### config.mk
export PLATFORM = sky130hd
export DESIGN_NAME = multiplicacion_matrices_seq
export DESIGN_NICKNAME = d
export VERILOG_FILES = /design/src/rtl/multiplicacion_pkg.sv /design/src/rtl/mac_signed.sv /design/src/rtl/multiplicacion_matrices_seq.sv
export SDC_FILE = /design/constraint.sdc
export NUM_CORES = 1
export LEC_CHECK = 0
export CAP_MARGIN = 20
export CORE_MARGIN = 2
export CORE_UTILIZATION = 30
export CTS_CLUSTER_DIAMETER = 80
export CTS_CLUSTER_SIZE = 24
export DETAILED_ROUTE_END_ITERATION = 6
export GPL_TIMING_DRIVEN = 0
export PLACE_DENSITY_LB_ADDON = 0.15
export SLEW_MARGIN = 20
export SYNTH_ARGS = -nofsm -noshare
export SYNTH_HDL_FRONTEND = slang
export SYNTH_SLANG_ARGS = --single-unit
### constraint.sdc
create_clock -name clk -period 6.8 [get_ports clk]
set_input_delay 1.02 -clock clk [delete_from_list [all_inputs] [get_ports clk]]
set_output_delay 1.02 -clock clk [all_outputs]
set_load 0.02 [all_outputs]
### src/rtl/multiplicacion_pkg.sv
// multiplicacion_pkg: shared FSM state encoding and default sizes for the sequential matrix multiplier
package multiplicacion_pkg;
    localparam int N_DEF  = 2;
    localparam int DW_DEF = 4;
    localparam int OW_DEF = 32;
    localparam logic [1:0] LOAD = 2'd0;
    localparam logic [1:0] MAC  = 2'd1;
    localparam logic [1:0] EMIT = 2'd2;
endpackage

### src/rtl/mac_signed.sv
// mac_signed: signed multiply-accumulate with synchronous clear, acc wraps mod 2^OW
//   clk, rst      clock, asynchronous active-high reset
//   clear         zero the accumulator (wins over enable)
//   enable        add a*b into the accumulator
//   a, b          signed DW-bit operands
//   acc           registered signed OW-bit accumulator
module mac_signed import multiplicacion_pkg::*; #(
    parameter int DW = DW_DEF,
    parameter int OW = OW_DEF
) (
    input  logic                 clk,
    input  logic                 rst,
    input  logic                 clear,
    input  logic                 enable,
    input  logic signed [DW-1:0] a,
    input  logic signed [DW-1:0] b,
    output logic signed [OW-1:0] acc
);
    logic signed [2*DW-1:0] prod;
    assign prod = a * b;
    // size cast keeps signedness, so the product is sign-extended into OW
    always_ff @(posedge clk or posedge rst)
        if (rst) acc <= '0;
        else if (clear) acc <= '0;
        else if (enable) acc <= acc + OW'(prod);
endmodule

### src/rtl/multiplicacion_matrices_seq.sv
// multiplicacion_matrices_seq: signed NxN matrix product C = A x B on one shared MAC
//   clk, rst                    clock, asynchronous active-high reset
//   in_valid/in_ready/in_a/in_b A,B element pairs, row-major
//   out_valid/out_ready         C element stream handshake
//   out_data/out_last           C element (row-major), last marks c[N-1][N-1]
//   busy                        high while computing or emitting
module multiplicacion_matrices_seq import multiplicacion_pkg::*; #(
    parameter int N  = N_DEF,
    parameter int DW = DW_DEF,
    parameter int OW = OW_DEF
) (
    input  logic                 clk,
    input  logic                 rst,
    input  logic                 in_valid,
    output logic                 in_ready,
    input  logic signed [DW-1:0] in_a,
    input  logic signed [DW-1:0] in_b,
    output logic                 out_valid,
    input  logic                 out_ready,
    output logic signed [OW-1:0] out_data,
    output logic                 out_last,
    output logic                 busy
);
    localparam int IW = $clog2(N);
    localparam int AW = $clog2(N*N);
    logic [1:0]           state;
    logic [AW-1:0]        li;
    logic [IW-1:0]        i, j, k;
    logic signed [DW-1:0] a_mem [N*N];
    logic signed [DW-1:0] b_mem [N*N];
    logic [AW-1:0]        a_idx, b_idx;
    logic                 beat, last_beat, hs, mac_last, clear;
    assign in_ready  = state == LOAD && !rst;
    assign out_valid = state == EMIT;
    assign busy      = state != LOAD;
    assign beat      = in_valid && in_ready;
    assign last_beat = beat && li == AW'(N*N-1);
    assign hs        = out_valid && out_ready;
    assign mac_last  = k == IW'(N-1);
    // acc doubles as the out_data register: it holds still through EMIT
    // and restarts only once the element has been taken
    assign clear     = last_beat || (hs && !out_last);
    assign a_idx     = AW'(i*N + k);
    assign b_idx     = AW'(k*N + j);
    always_ff @(posedge clk)
        if (beat) begin
            a_mem[li] <= in_a;
            b_mem[li] <= in_b;
        end
    always_ff @(posedge clk or posedge rst)
        if (rst) begin
            state    <= LOAD;
            li       <= '0;
            i        <= '0;
            j        <= '0;
            k        <= '0;
            out_last <= 1'b0;
        end else
            case (state)
                LOAD:
                    if (beat) begin
                        li    <= last_beat ? '0 : li + 1'b1;
                        state <= last_beat ? MAC : LOAD;
                        i     <= '0;
                        j     <= '0;
                        k     <= '0;
                    end
                MAC: begin
                    k     <= mac_last ? '0 : k + 1'b1;
                    state <= mac_last ? EMIT : MAC;
                    if (mac_last) out_last <= i == IW'(N-1) && j == IW'(N-1);
                end
                EMIT:
                    if (out_ready) begin
                        state    <= out_last ? LOAD : MAC;
                        out_last <= 1'b0;
                        j        <= (out_last || j == IW'(N-1)) ? '0 : j + 1'b1;
                        i        <= out_last ? '0 : (j == IW'(N-1) ? i + 1'b1 : i);
                    end
                default: state <= LOAD;
            endcase
    mac_signed #(.DW(DW), .OW(OW)) u_mac (
        .clk    (clk),
        .rst    (rst),
        .clear  (clear),
        .enable (state == MAC),
        .a      (a_mem[a_idx]),
        .b      (b_mem[b_idx]),
        .acc    (out_data)
    );
endmodule

======== Word-level counts from Yosys, hierarchy flattened ========
Memory sizes are Yosys's and may differ from the RTL's.
Cells that the tools add are included.
word-level totals
  register bits after elaboration ......... 40
  logic and storage cells ................. 70
  bits in writable memories ............... 32
  input port bits ......................... 12
  output and inout bits ................... 36
  memories ................................ 2
memories
  name   words  width  read ports  clocked after memory_dff  write ports  RTL line                           RTL
  a_mem  4      4      1           0                         1            multiplicacion_matrices_seq.sv:29  logic signed [DW-1:0] a_mem [N*N];
  b_mem  4      4      1           0                         1            multiplicacion_matrices_seq.sv:30  logic signed [DW-1:0] b_mem [N*N];
cells by class
  equality and inequality tests ........... 7
  add/sub/neg operators ................... 7
  $mul .................................... 1
  mux-type cells .......................... 24
  reductions and logical operators ........ 22
operator list
  operator                                             number
  two-way mux 32 bit                                   2
  adder 32 x 8 -> 32 bit                               1
  two-way mux 1 bit                                    13
  nonzero test 2 bit                                   5
  multiplier 4 x 4 -> 8 bit                            1
  two-way mux 2 bit                                    4
  one-hot mux 1 bit (2 select lines)                   4
  logical AND 1 bit                                    6
  one-hot mux 2 bit (3 select lines)                   1
  AND reduction 2 bit                                  3
  AND reduction 3 bit                                  2
  adder 2 x 1 -> 2 bit                                 2
  equality test 2 bit, second input constant           2
  != test 2 bit, second input constant                 2
  AND reduction 4 bit                                  1
  adder 1 bit, second input constant                   3
  != test 3 x 1 -> 1 bit, second input constant        1
  adder 2 x 1 -> 2 bit, second input constant          1
  equality test 2 x 1 -> 1 bit, second input constant  1
  logical NOT 1 bit                                    2
  logical NOT 2 bit                                    1
  logical OR 1 bit                                     2
  != test 2 x 1 -> 1 bit, second input constant        1

======== Longest topological paths before layout ========
  depth in word-level cells ............... 7
  gate-level depth with buffers ........... 20
  depth with buffers taken out ............ 17

======== Cells and area by module ========
Synthesis repeated with hierarchy kept, for this count alone.
second synthesis, totals
  cells, all modules ...................... 724
  area total of the unflattened synthesis .. 7134.3 µm²
by module, submodules not included
  module                       times used  seq. area each (µm²)  area an instance (µm²)  cells an instance
  mac_signed                   1           800.8                 5383.9                  620
  multiplicacion_matrices_seq  1           1161.1                1750.4                  104

======== Least setup slack after synthesis ========
OpenSTA, ideal clock, no wires.
  kind .................................... register to register
  start ................................... register j
  end ..................................... register u_mac.acc[28]
  path buffers ............................ 2
  period minus slack after synthesis ...... 6423 ps
  arrival time ............................ 6300 ps
  stages on the path, launching flop included .. 20
  required time ........................... 6677 ps
  library setup time ...................... 123 ps
  path slack .............................. 377 ps
  cells stage by stage .................... dfrtp_1 clkbuf_1 mux4_2 and2_1 o21bai_1 ha_1 inv_1 fa_1 fa_1 inv_1 ha_1 buf_6 a21o_1 a311o_1 a2111oi_4 o311ai_2 a31o_1 a21oi_2 xor2_1 o21ai_1
between the ends
  word-level cells in the longest chain between the ends .. 6
RTL lines
  item                       RTL line                           RTL
  start, declared            multiplicacion_matrices_seq.sv:28  logic [IW-1:0] i, j, k;
  start signal, assigned     multiplicacion_matrices_seq.sv:77  j <= (out_last || j == IW'(N-1)) ? '0 : j + 1'b1;
  adder 2 x 1 -> 2 bit       multiplicacion_matrices_seq.sv:44  assign b_idx = AW'(k*N + j);
  memory read (4 x 4 bit)    --
  multiplier 4 x 4 -> 8 bit  mac_signed.sv:20                   assign prod = a * b;
  adder 32 x 8 -> 32 bit     mac_signed.sv:25                   else if (enable) acc <= acc + OW'(prod);
  two-way mux 32 bit         mac_signed.sv:25
  two-way mux 32 bit         mac_signed.sv:24                   else if (clear) acc <= '0;
  end signal, assigned       mac_signed.sv:25
  end, declared              mac_signed.sv:17                   output logic signed [OW-1:0] acc
No other way between the ends. The select of a mux whose other input is x is not followed.
A chain may end at the register's enable or synchronous reset.

======== Worst setup path in the final report ========
Ends and elaborated chain as after synthesis.

==> run_results.csv <==
group,metric,value,unit
synthesis,synthCells,670,
global_routing,antenna_found_initial,0,
placed_design,gp_routability_congestion,0.792,
layout,antennaDiodeCount,0,
layout,layout.core_utilization,0.361,
cts,clock-sinks,72,
layout,area.growth.synth_to_final,17.9,%
global_routing,largest_net_degree_at_the_start_of_global_routing,29,
floorplanning,design.die.area,0.0236,mm2
worst_setup_path,reg2reg_depth,19,
synthesis,async_flop_share,0.556,
synthesis,number_of_flops_mapped_to_enable_cells_by_yosys,32,
layout,layout_common_cells,"sky130_fd_sc_hd__inv_1, sky130_fd_sc_hd__ha_1, sky130_fd_sc_hd__fa_1",
sta,slew_violations,0,
floorplanning,initial_core_util,0.306,
cts,worst_skew_pair.late_latency,0.35,ns
cts,max-clock-path-buffers,2,
layout,final_layout_size_suffix_gt1_frac,0.0694,
drt,drtPass1Iterations,5,
worst_setup_path,critPathLaunchType,"flop",
outcome,run_status,"complete, no violations",
drt,route.detailed.wl_per_inst,15.1,um
synthesis,synth.yosys.seq_area_share,0.292,
job,max_cap_violations,0,
cts,htree_levels,3,
drt,wirelength,15300,um
floorplanning,io_pins,48,
drt,vias_per_cell,4.66,
global_routing,via_count_of_the_first_global_routing_pass,5140,
floorplanning,chipWidth,154,um
synthesis,postSynthAreaPerCell,10.0,um2
placed_design,dp.final_hpwl,11800,um
sta,finalSetupViolations,0,
synthesis,yosys.area.top_type_share,0.185,
cts,clk_pin_slew,0.07,ns
worst_setup_path,cp-end-kind,"flop",
layout,layout.cells.most_common,"sky130_fd_sc_hd__inv_1",
synthesis,synth.net_count,817,
synthesis,ys_ff_latch,72,
cts,cts_root_buffer,"sky130_fd_sc_hd__clkbuf_16",
synthesis,synth_top_cells_by_area,"sky130_fd_sc_hd__fa_1, sky130_fd_sc_hd__dfrtp_1, sky130_fd_sc_hd__edfxtp_1",
hold_path,holdPathEnd,"u_mac.acc[17]$_DFFE_PP0P_",
hold_path,timing.hold.worst.start,"u_mac.acc[17]$_DFFE_PP0P_",
drt,drt-initial-drc-count,124,
placed_design,port_buffers,47,
worst_setup_path,critical_path_peak_fanout,13,
global_routing,grt_use_total,0.141,
drt,final_antenna_net_count,0,
sta,clock.fmax,159,MHz
synthesis,netlist_area_pre_place,0.00671,mm2
drt,dr_total_vias,4727,
worst_setup_path,crit_arrival,6.52,ns
worst_setup_path,timing.rr.end,"u_mac.acc[28]$_DFFE_PP0P_",
worst_setup_path,kind_of_critical_path,"flop to flop",
cts,numCtsBuffers,9,
worst_setup_path,launching_point_of_the_worst_reg2reg_path,"j$_DFFE_PP0P_",
global_routing,grt_pass1_wl,26400,um
hold_path,hold_path_depth,2,
synthesis,synthesis.yosys.warnings,0,
sta,hold_viol,0,
sta,final_min_period_over_clock_period,0.926,
worst_setup_path,regToRegSetupSlack,0.51,ns
sta,finalCriticalPeriod,6.29,ns
sta,slew_headroom,0.489,
floorplanning,die-height,154,um
synthesis,yosys.cell_types.count,67,
cts,total_setup_buffers_inserted_after_cts,0,
floorplanning,placementRows,54,
layout,fillers,2228,
layout,layout.nets,877,
synthesis,ys.flop_type,"sky130_fd_sc_hd__dfrtp_1",
floorplanning,floorplan.core_area,0.0219,mm2
sta,worst_slew_pin_slew,0.766,ns
sta,finClkSkew,0.0126,ns
hold_path,min-delay-path-class,"flop to flop",
sta,fin_hold_ws,0.518,ns
worst_setup_path,worst_ep_required_time,7.02,ns
cts,tritoncts,"yes",
global_routing,gr_ovfl_total,0,
synthesis,synth_top_cell_by_area,"sky130_fd_sc_hd__fa_1",
drt,post-route-drc-count,0,
sta,unrepaired_setup_endpoints_after_global_routing,"no",
[critical path, cell delays in order, from the launching register on]
cell	delay, ns
sky130_fd_sc_hd__dfrtp_1	0.62
sky130_fd_sc_hd__mux4_2	0.62
sky130_fd_sc_hd__and2_1	0.21
sky130_fd_sc_hd__o21bai_1	0.16
sky130_fd_sc_hd__ha_2	0.68
sky130_fd_sc_hd__buf_12	0.25
sky130_fd_sc_hd__inv_1	0.17
sky130_fd_sc_hd__fa_1	0.54
sky130_fd_sc_hd__fa_1	0.55
sky130_fd_sc_hd__inv_1	0.04
sky130_fd_sc_hd__ha_1	0.29
sky130_fd_sc_hd__buf_6	0.14
sky130_fd_sc_hd__a21o_1	0.16
sky130_fd_sc_hd__a311o_1	0.37
sky130_fd_sc_hd__a2111oi_4	0.49
sky130_fd_sc_hd__o311ai_2	0.19
sky130_fd_sc_hd__a31o_1	0.26
sky130_fd_sc_hd__a21oi_2	0.15
sky130_fd_sc_hd__xor2_1	0.18
sky130_fd_sc_hd__o21ai_1	0.08
[Yosys cell counts, types with 3 or more instances]
library cell / count
sky130_fd_sc_hd__a21o_1: 9
sky130_fd_sc_hd__a21oi_1: 18
sky130_fd_sc_hd__a221o_1: 3
sky130_fd_sc_hd__a22o_1: 7
sky130_fd_sc_hd__a31oi_1: 4
sky130_fd_sc_hd__and2_1: 11
sky130_fd_sc_hd__and3_1: 5
sky130_fd_sc_hd__clkbuf_1: 8
sky130_fd_sc_hd__dfrtp_1: 40
sky130_fd_sc_hd__edfxtp_1: 32
sky130_fd_sc_hd__fa_1: 62
sky130_fd_sc_hd__ha_1: 73
sky130_fd_sc_hd__inv_1: 157
sky130_fd_sc_hd__mux4_2: 8
sky130_fd_sc_hd__nand2_1: 55
sky130_fd_sc_hd__nand2b_1: 6
sky130_fd_sc_hd__nand3_1: 6
sky130_fd_sc_hd__nand4_1: 3
sky130_fd_sc_hd__nor2_1: 25
sky130_fd_sc_hd__nor2b_1: 3
sky130_fd_sc_hd__nor3_1: 8
sky130_fd_sc_hd__o211ai_1: 3
sky130_fd_sc_hd__o21a_1: 3
sky130_fd_sc_hd__o21ai_0: 32
sky130_fd_sc_hd__o21ai_1: 7
sky130_fd_sc_hd__o21bai_1: 4
sky130_fd_sc_hd__o31ai_1: 4
sky130_fd_sc_hd__xnor2_1: 16
sky130_fd_sc_hd__xor2_1: 13
[repair_timing]
action / 4_1_cts / 5_1_grt
hold endpoints to repair: 0 / 0
endpoints found under the setup margin: 0 / 2
gates resized for setup: 0 / 1
hold buffers: 0 / 0
[flip-flops by register name, indices dropped and copies added (netlist names)]
name / flops
j: 1
k: 1
b_mem: 16
out_last: 1
i: 1
li: 2
state: 2
u_mac.acc: 32
a_mem: 16
[worst max-delay path by stage]
stage / start / end / slack [ns] / cells past startpoint
2_1_floorplan: j$_DFFE_PP0P_ / u_mac.acc[28]$_DFFE_PP0P_ / 0.38 / 19
3_3_place_gp: j$_DFFE_PP0P_ / u_mac.acc[28]$_DFFE_PP0P_ / -0.80 / 19
3_5_place_dp: j$_DFFE_PP0P_ / u_mac.acc[28]$_DFFE_PP0P_ / 0.25 / 20
4_1_cts: j$_DFFE_PP0P_ / u_mac.acc[28]$_DFFE_PP0P_ / 0.22 / 20
5_1_grt: j$_DFFE_PP0P_ / u_mac.acc[28]$_DFFE_PP0P_ / 0.06 / 19
6_report: j$_DFFE_PP0P_ / u_mac.acc[28]$_DFFE_PP0P_ / 0.51 / 19
[final cells by class]
type / count / area, um2 / area share
repair buffers: 50 / 538 / 0.0680
multi-input cells: 426 / 4080 / 0.516
well taps: 280 / 350 / 0.0443
clock inverters: 7 / 86.3 / 0.0109
clock buffers: 9 / 225 / 0.0285
inverters: 157 / 589 / 0.0745
plain buffers: 14 / 81.3 / 0.0103
flip-flops and latches: 72 / 1960 / 0.248
[logic make-up after synthesis]
| group | count (synthesis) | synth area share |
|---|---|---|
| AO/OA/AOI/OAI | 117 | 0.122 |
| XOR/XNOR | 29 | 0.0379 |
| adder cells (fa/ha/maj) | 135 | 0.321 |
| buffers and inverters | 172 | 0.100 |
| flip-flops | 72 | 0.292 |
| multiplexers | 10 | 0.0298 |
| AND/OR/NAND/NOR | 135 | 0.0964 |
[layer usage]
layer	part of all wire	GRT usage
met3	0.045	0.0259
met4	0.014	0.0380
met5	0	0
met1	0.45	0.182
met2	0.49	0.243
[through the flow]
step | setup WS, ns | cells | area, um2 | TNS, ns
3_5_place_dp | 0.250 | 1000 | 7600 | 0
5_1_grt | 0.0572 | 1015 | 7910 | 0
4_1_cts | 0.225 | 1016 | 7910 | 0
2_1_floorplan | 0.377 | 670 | 6710 | 0
6_report | 0.506 | 1015 | 7910 | 0
3_3_place_gp | -0.801 | 997 | 7530 | -8.62
Power is left out: the tool's default activity adds up to more than one toggle a clock period on the data nets, which glitch-free logic cannot reach.
